`src/rtl/fft_cmul_seq_if.sv`:
```
// fft_cmul_seq_if: upstream, multiplier and downstream signals of the complex-multiply sequencer.
// Latency: none, wiring only.
// Backpressure: carries in_valid/in_ready and out_valid/out_ready handshakes unchanged.
interface fft_cmul_seq_if #(
  parameter int DW = 12,
  parameter int PW = 24
);
  // Upstream transaction: one complex sample plus one twiddle
  logic                 in_valid;
  logic                 in_ready;
  logic signed [DW-1:0] x_re;
  logic signed [DW-1:0] x_im;
  logic signed [DW-1:0] w_re;
  logic signed [DW-1:0] w_im;
  // Shared Booth multiplier
  logic                 mul_en;
  logic signed [DW-1:0] mul_a;
  logic signed [DW-1:0] mul_b;
  logic signed [PW-1:0] mul_result;
  logic                 mul_rdy;
  // Downstream result
  logic                 out_valid;
  logic                 out_ready;
  logic signed [DW-1:0] out_re;
  logic signed [DW-1:0] out_im;

  // Sequencer side
  modport slave (
    input  in_valid, x_re, x_im, w_re, w_im,
    output in_ready,
    output mul_en, mul_a, mul_b,
    input  mul_result, mul_rdy,
    output out_valid, out_re, out_im,
    input  out_ready
  );

  // Environment side: upstream source, multiplier and downstream sink
  modport master (
    output in_valid, x_re, x_im, w_re, w_im,
    input  in_ready,
    input  mul_en, mul_a, mul_b,
    output mul_result, mul_rdy,
    input  out_valid, out_re, out_im,
    output out_ready
  );
endinterface

```
`src/rtl/fft_cmul_seq.sv`:
```
// fft_cmul_seq: x*w complex multiply issued as four real products on a shared multiplier.
// Latency: out_valid 4*(L+1)+1 cycles after accept for multiplier latency L; one transaction in flight.
// Backpressure: result and in_ready=0 held until out_ready; CMUL_SAT_EN selects saturation over wrap.
module fft_cmul_seq #(
  parameter int DW   = 12,
  parameter int PW   = 24,
  parameter int FRAC = 11
) (
  input  logic          clk,
  input  logic          rst_n,
  fft_cmul_seq_if.slave bus
);

  localparam int AW = PW + 1;
  localparam logic signed [AW-1:0] RND = AW'(1) << (FRAC - 1);
`ifdef CMUL_SAT_EN
  localparam logic signed [AW-1:0] SAT_MAX = AW'((1 << (DW - 1)) - 1);
  localparam logic signed [AW-1:0] SAT_MIN = AW'(-(1 << (DW - 1)));
`endif

  typedef enum logic [1:0] {S_IDLE, S_ISSUE, S_WAIT, S_OUT} state_t;

  state_t               r_state;
  logic [1:0]           r_k;
  logic signed [DW-1:0] r_x_re, r_x_im, r_w_re, r_w_im;
  logic signed [AW-1:0] r_acc_re, r_acc_im;
  logic                 r_in_ready, r_mul_en, r_out_valid;
  logic signed [DW-1:0] r_mul_a, r_mul_b, r_out_re, r_out_im;

  logic signed [AW-1:0] w_p, w_acc_re_nxt, w_acc_im_nxt;
  logic signed [DW-1:0] w_src_x_re, w_src_x_im, w_src_w_re, w_src_w_im;
  logic signed [DW-1:0] w_nxt_a, w_nxt_b;
  logic [1:0]           w_nxt_k;

  // Round half up at the Q1.11 point, then saturate or wrap to DW bits
  function automatic logic signed [DW-1:0] round_res(input logic signed [AW-1:0] acc);
    logic signed [AW-1:0] q;
    q = (acc + RND) >>> FRAC;
`ifdef CMUL_SAT_EN
    if (q > SAT_MAX) begin
      q = SAT_MAX;
    end else if (q < SAT_MIN) begin
      q = SAT_MIN;
    end
`endif
    return DW'(q);
  endfunction

  // Accumulator update for the returning product: re gets +xr*wr -xi*wi, im gets both cross terms
  always_comb begin
    w_p          = {bus.mul_result[PW-1], bus.mul_result};
    w_acc_re_nxt = r_acc_re;
    w_acc_im_nxt = r_acc_im;
    case (r_k)
      2'd0:    w_acc_re_nxt = r_acc_re + w_p;
      2'd1:    w_acc_re_nxt = r_acc_re - w_p;
      default: w_acc_im_nxt = r_acc_im + w_p;
    endcase
  end

  // Operand pair for the next issue: IDLE takes the incoming sample at k=0, WAIT the latched one at k+1
  always_comb begin
    w_src_x_re = r_x_re;
    w_src_x_im = r_x_im;
    w_src_w_re = r_w_re;
    w_src_w_im = r_w_im;
    w_nxt_k    = r_k + 2'd1;
    if (r_state == S_IDLE) begin
      w_src_x_re = bus.x_re;
      w_src_x_im = bus.x_im;
      w_src_w_re = bus.w_re;
      w_src_w_im = bus.w_im;
      w_nxt_k    = 2'd0;
    end
    w_nxt_a = w_src_x_re;
    w_nxt_b = w_src_w_re;
    case (w_nxt_k)
      2'd0: begin
        w_nxt_a = w_src_x_re;
        w_nxt_b = w_src_w_re;
      end
      2'd1: begin
        w_nxt_a = w_src_x_im;
        w_nxt_b = w_src_w_im;
      end
      2'd2: begin
        w_nxt_a = w_src_x_re;
        w_nxt_b = w_src_w_im;
      end
      default: begin
        w_nxt_a = w_src_x_im;
        w_nxt_b = w_src_w_re;
      end
    endcase
  end

  // Sequencer FSM; every output is a register so mul_en is a clean one-cycle pulse in ISSUE
  always_ff @(posedge clk or negedge rst_n) begin
    if (!rst_n) begin
      r_state     <= S_IDLE;
      r_k         <= 2'd0;
      r_x_re      <= '0;
      r_x_im      <= '0;
      r_w_re      <= '0;
      r_w_im      <= '0;
      r_acc_re    <= '0;
      r_acc_im    <= '0;
      r_in_ready  <= 1'b1;
      r_mul_en    <= 1'b0;
      r_mul_a     <= '0;
      r_mul_b     <= '0;
      r_out_valid <= 1'b0;
      r_out_re    <= '0;
      r_out_im    <= '0;
    end else begin
      r_mul_en <= 1'b0;
      case (r_state)
        S_IDLE: begin
          if (bus.in_valid) begin
            r_x_re     <= bus.x_re;
            r_x_im     <= bus.x_im;
            r_w_re     <= bus.w_re;
            r_w_im     <= bus.w_im;
            r_acc_re   <= '0;
            r_acc_im   <= '0;
            r_k        <= 2'd0;
            r_mul_a    <= w_nxt_a;
            r_mul_b    <= w_nxt_b;
            r_mul_en   <= 1'b1;
            r_in_ready <= 1'b0;
            r_state    <= S_ISSUE;
          end
        end
        S_ISSUE: begin
          r_state <= S_WAIT;
        end
        S_WAIT: begin
          if (bus.mul_rdy) begin
            r_acc_re <= w_acc_re_nxt;
            r_acc_im <= w_acc_im_nxt;
            if (r_k == 2'd3) begin
              r_out_re    <= round_res(w_acc_re_nxt);
              r_out_im    <= round_res(w_acc_im_nxt);
              r_out_valid <= 1'b1;
              r_state     <= S_OUT;
            end else begin
              r_k      <= w_nxt_k;
              r_mul_a  <= w_nxt_a;
              r_mul_b  <= w_nxt_b;
              r_mul_en <= 1'b1;
              r_state  <= S_ISSUE;
            end
          end
        end
        S_OUT: begin
          if (bus.out_ready) begin
            r_out_valid <= 1'b0;
            r_in_ready  <= 1'b1;
            r_state     <= S_IDLE;
          end
        end
        default: r_state <= S_IDLE;
      endcase
    end
  end

  assign bus.in_ready  = r_in_ready;
  assign bus.mul_en    = r_mul_en;
  assign bus.mul_a     = r_mul_a;
  assign bus.mul_b     = r_mul_b;
  assign bus.out_valid = r_out_valid;
  assign bus.out_re    = r_out_re;
  assign bus.out_im    = r_out_im;

endmodule
```
`src/flat_wrapper.sv`:
```
// flat-port wrapper written by rule: the top's interface ports become plain ports
module fft_cmul_seq_flat 
#(
  parameter int DW   = 12,
  parameter int PW   = 24,
  parameter int FRAC = 11
)
  (clk, rst_n, bus_in_valid, bus_x_re, bus_x_im, bus_w_re, bus_w_im, bus_in_ready, bus_mul_en, bus_mul_a, bus_mul_b, bus_mul_result, bus_mul_rdy, bus_out_valid, bus_out_re, bus_out_im, bus_out_ready);
  fft_cmul_seq_if #(.DW(DW), .PW(PW)) bus_i ();
  input  logic clk;
  input  logic rst_n;
  input wire logic [$bits(bus_i.in_valid)-1:0] bus_in_valid;
  input wire logic [$bits(bus_i.x_re)-1:0] bus_x_re;
  input wire logic [$bits(bus_i.x_im)-1:0] bus_x_im;
  input wire logic [$bits(bus_i.w_re)-1:0] bus_w_re;
  input wire logic [$bits(bus_i.w_im)-1:0] bus_w_im;
  output wire logic [$bits(bus_i.in_ready)-1:0] bus_in_ready;
  output wire logic [$bits(bus_i.mul_en)-1:0] bus_mul_en;
  output wire logic [$bits(bus_i.mul_a)-1:0] bus_mul_a;
  output wire logic [$bits(bus_i.mul_b)-1:0] bus_mul_b;
  input wire logic [$bits(bus_i.mul_result)-1:0] bus_mul_result;
  input wire logic [$bits(bus_i.mul_rdy)-1:0] bus_mul_rdy;
  output wire logic [$bits(bus_i.out_valid)-1:0] bus_out_valid;
  output wire logic [$bits(bus_i.out_re)-1:0] bus_out_re;
  output wire logic [$bits(bus_i.out_im)-1:0] bus_out_im;
  input wire logic [$bits(bus_i.out_ready)-1:0] bus_out_ready;
  assign bus_i.in_valid = bus_in_valid;
  assign bus_i.x_re = bus_x_re;
  assign bus_i.x_im = bus_x_im;
  assign bus_i.w_re = bus_w_re;
  assign bus_i.w_im = bus_w_im;
  assign bus_in_ready = bus_i.in_ready;
  assign bus_mul_en = bus_i.mul_en;
  assign bus_mul_a = bus_i.mul_a;
  assign bus_mul_b = bus_i.mul_b;
  assign bus_i.mul_result = bus_mul_result;
  assign bus_i.mul_rdy = bus_mul_rdy;
  assign bus_out_valid = bus_i.out_valid;
  assign bus_out_re = bus_i.out_re;
  assign bus_out_im = bus_i.out_im;
  assign bus_i.out_ready = bus_out_ready;
  fft_cmul_seq #(.DW(DW), .PW(PW), .FRAC(FRAC)) u_core (.clk(clk), .rst_n(rst_n), .bus(bus_i));
endmodule
```
`config.mk`:
```
export PLATFORM = sky130hd
export DESIGN_NAME = fft_cmul_seq_flat
export DESIGN_NICKNAME = d
export VERILOG_FILES = /design/src/rtl/fft_cmul_seq_if.sv /design/src/rtl/fft_cmul_seq.sv /design/src/flat_wrapper.sv
export SDC_FILE = /design/constraint.sdc
export NUM_CORES = 1
export LEC_CHECK = 0
export ABC_AREA = 1
export CAP_MARGIN = 15
export CORE_ASPECT_RATIO = 0.6
export CORE_MARGIN = 4
export CORE_UTILIZATION = 62
export CTS_BUF_LIST = sky130_fd_sc_hd__clkbuf_8 sky130_fd_sc_hd__clkbuf_16
export DETAILED_ROUTE_END_ITERATION = 8
export HOLD_SLACK_MARGIN = 0.02
export PLACE_DENSITY_LB_ADDON = 0.25
export SLEW_MARGIN = 20
export SYNTH_ARGS = -nofsm -noshare
export SYNTH_HDL_FRONTEND = slang
export SYNTH_SLANG_ARGS = --single-unit
```
`constraint.sdc`:
```
create_clock -name clk -period 10.9 [get_ports clk]
set_input_delay 2.18 -clock clk [delete_from_list [all_inputs] [get_ports clk]]
set_output_delay 2.18 -clock clk [all_outputs]
set_load 0.02 [all_outputs]
```
==> metrics <==
synthesized flop and latch total between 100 and 150; area grow syn2layout 19.6%; # Max-Cap Violations 0; worst stage delay on the critical path between 0.5 and 0.6 ns; CTS tree built; Post-CTS Repair Setup Buffers 0; startpoint of the most critical hold path u_core.bus.out_im[0]$_DFFE_PN0P_; final core utilization 0.771; Initial DRT Pass Iterations 6; clock buffer depth 2; grt total ovfl 0; period utilization 0.553; RSZ-0062 raised after global routing false; Mapped Cells around 1500; GRT Util Overall 0.321; Via-to-Cell Ratio between 5 and 6; Clock Pin Slew Worst Setup and Hold Paths approximately 0.070 ns; final setup violation count 0; prevailing post-synth register cell dfrtp_1; cell taking the most area after synthesis dfrtp_1; Final GP Congestion between 0.9 and 1; sequential area share after synthesis 0.350; CTS Buf Count 17; root buf cell clkbuf_16; top cell family by delay on the critical path simple AND/OR/NAND/NOR gates; Critical-path top delay cell clkdlybuf4s50_1; Post-synth EDFFs 0; die width 177 microns; Hold Slack roughly 0.48 ns; met1 wire length ~14000 microns; initial antenna violation count 0; final slew viol count 0; Slew headroom 0.375; Post-synth ARST share 1.00; Post-Route WL approximately 31000 microns; crit-path cells clkdlybuf4s50_1, nor3_1, nand2_1, nor3_2, nand2_1, nor3_1, nand2_1, o31ai_1, xnor2_1, inv_1, ha_1, nand2_1, inv_1, nand2_1, nor2_1, nand4_1, nand4_1, nand2_1, a21oi_1, nand2_1, nor2_1, nand3_1, nand3_1, nand2_1; Worst setup SP type input port; largest net degree at the start of global routing 77; endpoint class of the critical path flop; Hold Crit Depth 2; Final Critical Period about 6.0 ns; Hold Crit Endpoint u_core.bus.out_im[0]$_DFFE_PN0P_; Worst R2R End u_core.bus.out_re[9]$_DFFE_PN0P_; Fmax ~170 MHz; dpl hpwl between 20000 and 25000 microns; FF-to-FF setup slack ~6.4 ns; clk_lat worst skew about 0.44 ns; io pins around 130; Post-Syn Area between 10000 and 15000 sq um; Starting Density 0.645; DRC viols 0; Fin Clk Skew between 0.01 and 0.015 ns; hold buffers post-CTS 0; core area 16500 sq um; die height 110 microns; Met2 Routed Length approximately 13000 microns; Final Hold Vio Count 0; Final nets 1745; fillers around 1200; first-pass GRT wire length 49000 microns; Worst Hold Class reg -> reg; FF-to-FF Start u_core.r_k[0]$_DFFE_PN0P_; power density over cell area 302 nW/um^2; Buf+Inv Stages, Crit Path 3; Synthesized Nets roughly 1600; CP Class in -> reg; H-tree depth 4; status finished, final reports clean; layout cells sized above 1 0.0921; Worst Max-Slew Pin Slew just over 0.9 ns; Post-Route Setup TNS 0 ns; peak supply drop between 0.00015 and 0.0002 V; Synth area leaders dfrtp_1 (35%), nand2_1 (17%), inv_1 (7.4%); Final Power around 0.0038 W; die area 19400 sq um; syn avg cell area between 7 and 8 sq um; Leak ~6.5 nW; initial DRC count approximately 1000; post-synth top area share 0.347; Synth Warn # 0; most frequent cells after synthesis nand2_1 (482), inv_1 (210), dfrtp_1 (148); cell row count 36; met3 WL roughly 3000 microns; antenna diode instance count 0; cell mode on critical path nand2_1; top sig layer met4; R2R depth 14; via count around 10000; PortBufs about 130; Final ANT Viol Nets 0; Unique masters post-synth between 40 and 50; average wire per standard cell about 17 microns; Resize count post-CTS 0; Worst EP required between 10 and 15 ns; vias in the first global route between 9000 and 10000; clk sink count 149; most frequent cell after synthesis nand2_1; arrival time worst endpoint roughly 6.4 ns; CP max FO 6
-- layout by cell type (no fill, tap or decap), types with 4 or more instances in the layout --
master,Yosys,final
a21oi_1,52,52
a21oi_2,4,4
a32o_1,5,5
a41oi_1,12,12
buf_4,0,7
clkbuf_16,0,17
clkbuf_8,0,4
clkdlybuf4s50_1,0,125
clkinv_1,4,4
dfrtp_1,148,148
ha_1,50,50
inv_1,210,211
inv_2,4,4
mux2_2,41,41
nand2_1,482,481
nand2_2,26,27
nand3_1,98,98
nand3_2,5,5
nand3b_1,11,11
nand4_1,16,16
nor2_1,105,104
nor2_2,11,12
nor2_4,7,7
nor3_1,11,11
o21ai_0,60,60
o21bai_1,8,8
o221ai_1,4,4
o22ai_1,15,15
o31ai_1,6,6
or2_2,4,4
xnor2_1,20,20
xor2_1,20,20
-- how the worst max path moves through the flow --
| stage | startpoint | depth (start not counted) | to | slack (ns) |
|---|---|---|---|---|
| floorplan | bus_mul_result[2] | 24 | u_core.bus.out_re[11]$_DFFE_PN0P_ | 5.84 |
| CTS | bus_mul_result[2] | 24 | u_core.bus.out_re[11]$_DFFE_PN0P_ | 4.95 |
| global route | bus_mul_result[2] | 24 | u_core.bus.out_re[11]$_DFFE_PN0P_ | 4.55 |
| global placement | bus_mul_result[2] | 26 | u_core.bus.out_re[11]$_DFFE_PN0P_ | 4.76 |
| finish | bus_mul_result[2] | 24 | u_core.bus.out_re[11]$_DFFE_PN0P_ | 4.87 |
| detailed placement | bus_mul_result[2] | 24 | u_core.bus.out_re[11]$_DFFE_PN0P_ | 4.55 |
-- layout make-up --
type | count | area (sq um) | share of cell area
multi-input combinational | 1097 | 5970 | 0.468
inverter | 218 | 818 | 0.0642
tap | 228 | 285 | 0.0224
clock inverter | 11 | 149 | 0.0117
timing repair buffer | 133 | 1320 | 0.103
clock buffer | 21 | 480 | 0.0377
sequential | 149 | 3730 | 0.293
-- through the flow --
step	setup slack [ns]	std cells	instance area [sq um]
2_1_floorplan	5.84	1499	10700
3_3_place_gp	4.76	1825	12100
3_5_place_dp	4.55	1825	12100
4_1_cts	4.95	1857	12800
5_1_grt	4.55	1857	12800
6_report	4.87	1857	12800
-- flip-flops by register name (all words and copies together) (netlist names) --
signal and cells:
u_core.r_k 2, u_core.bus.out_valid 1, u_core.bus.mul_b 12, u_core.bus.in_ready 1, u_core.bus.out_im 12, u_core.r_w_im 12, u_core.r_acc_re 23, u_core.bus.out_re 12
u_core.bus.mul_a 12, u_core.bus.mul_en 1, u_core.r_x_im 12, u_core.r_x_re 12, u_core.r_acc_im 23, u_core.r_w_re 12, u_core.r_state 2
-- metal layers --
| metal | vias up | GRT usage |
|---|---|---|
| li1 | 5042 | - |
| met1 | 4907 | 0.475 |
| met2 | 497 | 0.482 |
| met3 | 34 | 0.0739 |
| met4 | 0 | 0.0756 |
| met5 | - | 0 |
-- worst register-to-register path: stages (launching register included) --
cell and delay [ns]:
dfrtp_1 0.34, buf_4 0.25, inv_1 0.30, ha_1 0.34
nor2_4 0.68, clkinv_1 0.96, a21oi_4 0.47, ha_1 0.22
nand3_1 0.12, nor2_1 0.15, nand2_2 0.11, nor2_4 0.16
nand3_1 0.09, nand3_1 0.11, nand2_1 0.05
-- power breakdown --
group          leakage (nW)  internal [W]  total, W  switching, W
logic                  4.29      0.000831   0.00228       0.00145
registers              1.89      0.000787  0.000930      0.000143
clock network         0.307      0.000385  0.000638      0.000253
-- kinds of logic after synthesis --
family,count (synthesis),share of synthesized area
compound gates,180,0.104
xor+xnor,40,0.0329
fa+ha+maj,52,0.0624
buf+inv,253,0.0902
flops,149,0.350
mux,41,0.0433
simple gates,784,0.318
Note: power is estimated with default switching activity, not from simulation.
